--- config.mk ---
export PLATFORM = sky130hd
export DESIGN_NAME = clk_rate_monitor
export DESIGN_NICKNAME = d
export VERILOG_FILES = /design/src/rtl/clk_rate_monitor.sv
export SDC_FILE = /design/constraint.sdc
export NUM_CORES = 1
export LEC_CHECK = 0
export BUFFER_PORTS_ARGS = -buffer_cell sky130_fd_sc_hd__buf_4
export CORE_UTILIZATION = 41
export CTS_CLUSTER_SIZE = 12
export DETAILED_ROUTE_END_ITERATION = 12
export SLEW_MARGIN = 20
export SYNTH_ARGS = -nofsm -noshare
export SYNTH_HDL_FRONTEND = slang
export SYNTH_SLANG_ARGS = --single-unit
--- constraint.sdc ---
create_clock -name CLK -period 2 [get_ports CLK]
set_input_delay 0.1 -clock CLK [delete_from_list [all_inputs] [get_ports CLK]]
set_output_delay 0.1 -clock CLK [all_outputs]
set_load 0.05 [all_outputs]
--- src/rtl/clk_rate_monitor.sv ---
// clk_rate_monitor: synchronizes a slow clock, measures its half-periods and reports lock/error against an expected rate
module clk_rate_monitor #(
    parameter int EXP_HALF = 4,
    parameter int TOL      = 1,
    parameter int LOCK_CNT = 4,
    parameter int CW       = 8
) (
    input  logic          CLK,
    input  logic          RES,
    input  logic          EN,
    input  logic          SIN,
    input  logic          ERR_CLR,
    output logic          SIN_SYNC,
    output logic          RISE,
    output logic          FALL,
    output logic [CW-1:0] HALF_PER,
    output logic          LOCKED,
    output logic          ERR
);
    typedef enum logic [1:0] {IDLE, ACQ, CHECK, LOCK} state_t;
    localparam int GW = $clog2(LOCK_CNT + 1);
    localparam logic [CW-1:0] LO = CW'(EXP_HALF - TOL);
    localparam logic [CW-1:0] HI = CW'(EXP_HALF + TOL);
    localparam logic [CW-1:0] TO = CW'(EXP_HALF + TOL + 1);
    localparam logic [GW-1:0] LC = GW'(LOCK_CNT);
    state_t        state;
    logic          s1, s2, s3;
    logic [CW-1:0] cnt;
    logic [GW-1:0] gcnt;
    logic          edg, good, timeout, bad;
    assign SIN_SYNC = s2;
    assign edg      = RISE | FALL;
    assign good     = cnt >= LO && cnt <= HI;
    // cnt passes TO only once per stall, so the timeout is naturally single-shot
    assign timeout  = cnt == TO && !edg;
    assign bad      = edg ? !good : timeout;
    always_ff @(posedge CLK or negedge RES) begin
        if (!RES) begin
            s1       <= 1'b0;
            s2       <= 1'b0;
            s3       <= 1'b0;
            RISE     <= 1'b0;
            FALL     <= 1'b0;
            cnt      <= '0;
            gcnt     <= '0;
            HALF_PER <= '0;
            LOCKED   <= 1'b0;
            ERR      <= 1'b0;
            state    <= IDLE;
        end else begin
            s1   <= SIN;
            s2   <= s1;
            s3   <= s2;
            RISE <= s2 & ~s3;
            FALL <= ~s2 & s3;
            if (!EN) begin
                state  <= IDLE;
                cnt    <= '0;
                gcnt   <= '0;
                LOCKED <= 1'b0;
                ERR    <= ERR & ~ERR_CLR;
            end else begin
                cnt <= edg ? CW'(1) : (&cnt ? cnt : cnt + 1'b1);
                if (edg && (state == CHECK || state == LOCK))
                    HALF_PER <= cnt;
                ERR <= (state == LOCK && bad) | (ERR & ~ERR_CLR);
                case (state)
                    IDLE: state <= ACQ;
                    ACQ: begin
                        if (edg) begin
                            state <= CHECK;
                            gcnt  <= '0;
                        end
                    end
                    CHECK: begin
                        if (edg && good) begin
                            gcnt <= gcnt + 1'b1;
                            if (gcnt + 1'b1 == LC) begin
                                state  <= LOCK;
                                LOCKED <= 1'b1;
                            end
                        end else if (bad) begin
                            gcnt <= '0;
                        end
                    end
                    LOCK: begin
                        if (bad) begin
                            LOCKED <= 1'b0;
                            gcnt   <= '0;
                            state  <= CHECK;
                        end
                    end
                    default: state <= IDLE;
                endcase
            end
        end
    end
endmodule

==> impl_metrics.csv, run 1 <==
group,metric,value,unit
yosys,synthCells,127,
timing,finClkSkew,0.00496,ns
finish,final_cell_mix,"28 x dfrtp_1, 17 x buf_4, 13 x nand2_1",
floorplan,start_util,43.8,%
floorplan,fp.dieH,59.6,um
worst_setup_path,worst-path-max-fanout,6,
worst_setup_path,crit_required,2.27,ns
floorplan,dieArea,0.00355,sq mm
cts,cts_setup_buffers,0,
power_and_ir_drop,leakagePower,0.712,nW
cts,clock_latency,0.32,ns
route,drc,0,
yosys,synth_top_area_share,51.6,%
cts,clk_transition_reported_paths,0.14,ns
route,drt_iter0_drc,30,
timing,max_freq,581,MHz
global_routing,grt_usage,15.1,%
timing,layout_worst_path_cycle_share,86.1,%
cts,clkSinkCount,28,
run_status,status,"complete, no violations",
yosys,synth_ff_type,"dfrtp_1",
worst_setup_path,worstPathCellList,"inv_1 -> ha_1 -> nor3b_1 -> nor2_1 -> a211oi_2 -> a32o_1",
route,wl_per_cell,12.4,um
floorplan,pin_count,18,
yosys,synth_edf_count,0,
cts,cts_buffers,3,
global_routing,grt_max_degree,29,
power_and_ir_drop,peakVddDrop,0.000324,V
yosys,yosysUniqueCellTypes,35,
yosys,async_reset_ff_share,100,%
power_and_ir_drop,powerDensity,678,mW/mm^2
timing,post-route-min-period,1.72,ns
finish,areaGrowthSynthToFinish,14.2,%
worst_setup_path,crit_path_end_kind,"register",
placed_design,portBuffers,17,
placed_design,dp_hpwl,1690,um
yosys,synth.avg_cell_area,10.7,sq um
yosys,synth-seq-cells,28,
worst_setup_path,crit_path_max_incr_delay,0.48,ns
yosys,ys_top_cells_by_area,"dfrtp_1 52%, ha_1 5.5%, mux2_2 4.1%, nand2_1 3.6%, a31oi_1 2.8%",
worst_setup_path,slowest_stage,"dfrtp_1",
floorplan,die_w,59.6,um
route,dr_total_vias,959,
finish,final_util,50.0,%
route,drt_first_pass_iters,4,
timing,hold_violations,0,
finish,drive_gt1_share,23.1,%
cts,htreeDepth,1,
global_routing,grt_pass1_vias,876,
timing,setup_violations,0,
route,wl,2330,um
worst_setup_path,crit_type,"register to register",
worst_setup_path,cp_num_buf_inv,1,
worst_setup_path,cp-start-kind,"register",
worst_setup_path,worstPathArrival,1.99,ns
cts,cts_buffer_depth,2,
floorplan,core_area,0.00310,sq mm
timing,worst_slew_pin_slew,0.423,ns
yosys,yosys_warnings,0,
timing,relSlewSlack,71.7,%
cts,tritoncts,"done",
finish,diodes,0,
min_path,hp-class,"primary input to register",
timing,tns,0,ns
cts,cts_root_buffer,"clkbuf_4",
finish,fin_nets,155,
yosys,synth_top_cell_by_area,"dfrtp_1",
route,ant_nets,0,
placed_design,place.gp.congestion,0.835,
flow_run,maxCapViolations,0,
global_routing,grt_pass1_wl,3980,um
timing,maxSlewViolCount,0,
timing,rsz0062_at_grt,"no",
yosys,synth_nets,138,
global_routing,antenna_found_initial,0,
floorplan,rows,20,
route,vias_per_cell,5.13,
global_routing,gr-total-overflow,0,
yosys,syn-cell-area,0.00136,sq mm
yosys,seq_area_frac_synth,51.6,%
finish,final_common_cell,"dfrtp_1",
worst_setup_path,path_delay_family,"flip-flops",
-- repair_timing --
action,CTS,global route
endpoints found under the hold margin,29,0
gates resized for setup,0,0
hold buffers,2,0
-- metal layers --
| metal | vias to the layer above | part of all wire (%) | GRT usage [%] | wire [um] |
|---|---|---|---|---|
| li1 | 473 | - | - | - |
| met1 | 465 | 50 | 20.7 | 1160 |
| met2 | 17 | 46 | 23.6 | 1070 |
| met3 | 4 | 3.0 | 2.62 | 69 |
| met4 | 0 | 1.2 | 5.98 | 27 |
| met5 | - | 0 | 0 | 0 |
-- worst min-delay path: stages --
cell,delay (ns)
buf_4,0.10
inv_1,0.04
a32o_1,0.10
-- layout make-up --
class	instances	area [sq um]
fillers	302	1550
multi-input cells	85	586
repair buffers	19	148
inverters	7	26.3
well taps	44	55.1
flip-flops and latches	28	701
clock buffers	4	36.3
-- stage by stage --
step                hold slack (ns)  cell area [sq um]  std cells  power [mW]  worst slack, ns
floorplan                    -0.196               1360        127       0.733            0.307
global placement             0.0336               1500        181       0.784            0.368
detailed placement           0.0389               1500        181       0.788            0.285
CTS                          0.0404               1550        187        1.07            0.253
global route                 0.0237               1550        187        1.11            0.130
finish                       0.0533               1550        187        1.05            0.279
-- registers in the layout, indices dropped and copies added, names as in the netlist --
name,flops
RISE,1
ERR,1
FALL,1
cnt,8
SIN_SYNC,1
s1,1
state,2
s3,1
gcnt,3
HALF_PER,8
LOCKED,1
-- synth_stat cells, drive strengths merged (3+ instances only) --
cell type / count
dfrtp: 28
nand2: 13
nor2: 10
inv: 7
a31oi: 6
ha: 6
mux2: 5
and3: 4
buf: 4
nand3: 4
nor2b: 4
nor3: 4
o21ai: 4
clkbuf: 3
o22ai: 3
xnor2: 3
-- where the power goes --
part           internal, mW  leakage, nW  switching (mW)  total, mW
Sequential            0.590        0.376          0.0248      0.614
Combinational        0.0536        0.314           0.110      0.163
Clock                 0.111       0.0210           0.163      0.274
-- cell families (layout without fill, tap and decap cells) --
group	count (synthesis)	count (layout)	share of synthesized area [%]
AO/OA/AOI/OAI	24	24	13.6
XOR/XNOR	4	4	2.58
multiplexers	7	7	5.62
buffers and inverters	14	30	5.34
flip-flops	28	28	51.6
adder cells (fa/ha/maj)	6	6	5.52
AND/OR/NAND/NOR	44	44	15.7
-- path summary, 6_finish.rpt --
kind                            cells past startpoint                from                 endpoint  slack (ns)
worst max-delay path                                6  cnt[0]$_DFFE_PN0P_            ERR$_DFF_PN0_        0.28
worst min-delay path                                3             ERR_CLR            ERR$_DFF_PN0_        0.05
worst max register to register                      6  cnt[0]$_DFFE_PN0P_            ERR$_DFF_PN0_        0.28
worst min register to register                      0        s1$_DFF_PN0_       SIN_SYNC$_DFF_PN0_        0.37
max in group asynchronous                           2                 RES       cnt[1]$_DFFE_PN0P_        1.54
min in group asynchronous                           2                 RES  HALF_PER[0]$_DFFE_PN0P_        0.20
(Power assumes the default switching activity.)
==> inputs of run 2 (changes only) <==
Settings changed: CELL_PAD_IN_SITES_DETAIL_PLACEMENT from default to 1, CELL_PAD_IN_SITES_GLOBAL_PLACEMENT from default to 2, CORE_MARGIN from default to 2, CORE_UTILIZATION 41 to 36, PLACE_DENSITY_LB_ADDON from default to 0.1.
==> impl_metrics.csv, run 2 (same netlist as run 1, synthesis figures left out) <==
group,metric,value,unit
placed_design,pre_cts_slack,0.284,ns
timing,layout_worst_path_cycle_share,86.2,%
timing,max_freq,580,MHz
finish,stdcell_count,192,
finish,fin_nets,156,
cts,clock_latency,0.27,ns
min_path,min_path_cells,3,
route,drc,0,
finish,diodes,0,
power_and_ir_drop,switching_power,0.310,mW
flow_run,maxCapViolations,0,
floorplan,core_area,0.00363,sq mm
placed_design,dp_cells,186,
worst_setup_path,rr_worst_depth,6,
timing,maxSlewViolCount,0,
route,wl_per_cell,14.8,um
global_routing,gr-total-overflow,0,
timing,worst_slew_pin_slew,0.430,ns
cts,clk_transition_reported_paths,0.09,ns
timing,post-route-min-period,1.72,ns
worst_setup_path,crit_required,2.22,ns
power_and_ir_drop,power,1.22,mW
global_routing,grt_usage,15.0,%
timing,tns,0,ns
worst_setup_path,cp-start-kind,"register",
finish,drive_gt1_share,23.6,%
cts,cts_root_buffer,"clkbuf_8",
power_and_ir_drop,switching_share,25.4,%
min_path,min-delay-start,"ERR_CLR",
global_routing,antenna_found_initial,0,
timing,finClkSkew,0.00392,ns
route,wl,2850,um
placed_design,portBuffers,17,
placed_design,place.gp.congestion,0.811,
finish,areaGrowthSynthToFinish,17.7,%
floorplan,pin_count,18,
floorplan,rows,22,
timing,setup_violations,0,
finish,biggestRegsByFlops,"HALF_PER x8, cnt x8, gcnt x3",
floorplan,die_w,65.4,um
route,drt_first_pass_iters,4,
global_routing,grt_pass1_wl,4910,um
timing,timing.hold.ws,0.120,ns
floorplan,dieArea,0.00428,sq mm
worst_setup_path,crit_path_end_kind,"register",
worst_setup_path,r2r_start,"cnt[0]$_DFFE_PN0P_",
min_path,hold_end,"ERR$_DFF_PN0_",
min_path,hp-class,"primary input to register",
placed_design,dp_hpwl,2180,um
worst_setup_path,worstPathArrival,1.94,ns
cts,cts_buffers,3,
power_and_ir_drop,cell_internal_pwr,0.911,mW
power_and_ir_drop,powerDensity,764,mW/mm^2
timing,hold_violations,0,
worst_setup_path,startpoint,"cnt[0]$_DFFE_PN0P_",
global_routing,grt_max_degree,29,
run_status,status,"complete, no violations",
timing,rsz0062_at_grt,"no",
route,ant_nets,0,
cts,clkSinkCount,28,
power_and_ir_drop,leakagePower,0.732,nW
worst_setup_path,worst-path-max-fanout,6,
cts,cts.repair.resized,0,
timing,fin_ws,0.275,ns
power_and_ir_drop,combPwrFrac,13.8,%
cts,cts_setup_buffers,0,
timing,relSlewSlack,71.3,%
floorplan,fp.dieH,65.4,um
worst_setup_path,crit_type,"register to register",
power_and_ir_drop,clkPwrFrac,35.8,%
finish,final_common_cell,"dfrtp_1",
route,vias_per_cell,5.05,
power_and_ir_drop,peakVddDrop,0.000407,V
global_routing,grt_pass1_vias,1037,
cts,tritoncts,"done",
finish,final_cell_mix,"28 x dfrtp_1, 18 x buf_4, 13 x nand2_1",
cts,cts_buffer_depth,2,
floorplan,start_util,37.4,%
worst_setup_path,regToRegEndpoint,"ERR$_DFF_PN0_",
power_and_ir_drop,seqPwrFrac,50.5,%
worst_setup_path,r2r_slack,0.28,ns
cts,htreeDepth,1,
route,dr_total_vias,970,
route,drt_iter0_drc,60,
==> run 2: metrics by stage <==
step / area [sq um] / util (%)
after floorplan: 1360 / -
after global placement: 1510 / 41.5
after detailed placement: 1510 / 41.5
after CTS: 1600 / 44.0
after global routing: 1600 / 44.0
final: 1600 / 44.0
==> run 2: what timing repair did <==
action	4_1_cts	5_1_grt
hold endpoints to repair	29	0
setup endpoints to repair	0	0
hold buffers	2	0
==> run 2: metal layers <==
metal	global-route usage [%]	routed length [um]	vias to the layer above	part of all wire [%]
li1	-	-	476	-
met5	0	0	-	0
met4	5.47	33	0	1.2
met2	24.4	1330	15	47
met3	2.40	91	4	3.2
met1	20.2	1400	475	49
==> run 2: power by group through the flow <==
stage	Combinational [mW]	Clock (mW)	Sequential (mW)
2_1_floorplan	0.0697	0	0.664
3_3_place_gp	0.164	0	0.625
3_5_place_dp	0.169	0	0.628
4_1_cts	0.172	0.456	0.617
5_1_grt	0.185	0.473	0.621
6_report	0.168	0.437	0.616
==> run 2: worst max-delay path: stages (launching register included) <==
cell and delay [ns]:
dfrtp_1 0.47, inv_1 0.12, ha_1 0.22, nor3b_1 0.25
nor2_1 0.15, a211oi_2 0.28, a32o_1 0.20
==> run 2: area by class of cell <==
type                       count  area, sq um
clock buffer                   3         41.3
fill                         419         2030
multi-input combinational     85          586
clock inverter                 1         30.0
timing repair buffer          20          155
sequential                    28          701
inverter                       7         26.3
tap                           48         60.1
==> run 2: worst max path at each step <==
stage / cells past startpoint / endpoint
3_5_place_dp: 6 / LOCKED$_DFFE_PN0P_
5_1_grt: 6 / ERR$_DFF_PN0_
3_3_place_gp: 6 / ERR$_DFF_PN0_
4_1_cts: 6 / ERR$_DFF_PN0_
2_1_floorplan: 4 / HALF_PER[3]$_DFFE_PN0P_
6_report: 6 / ERR$_DFF_PN0_
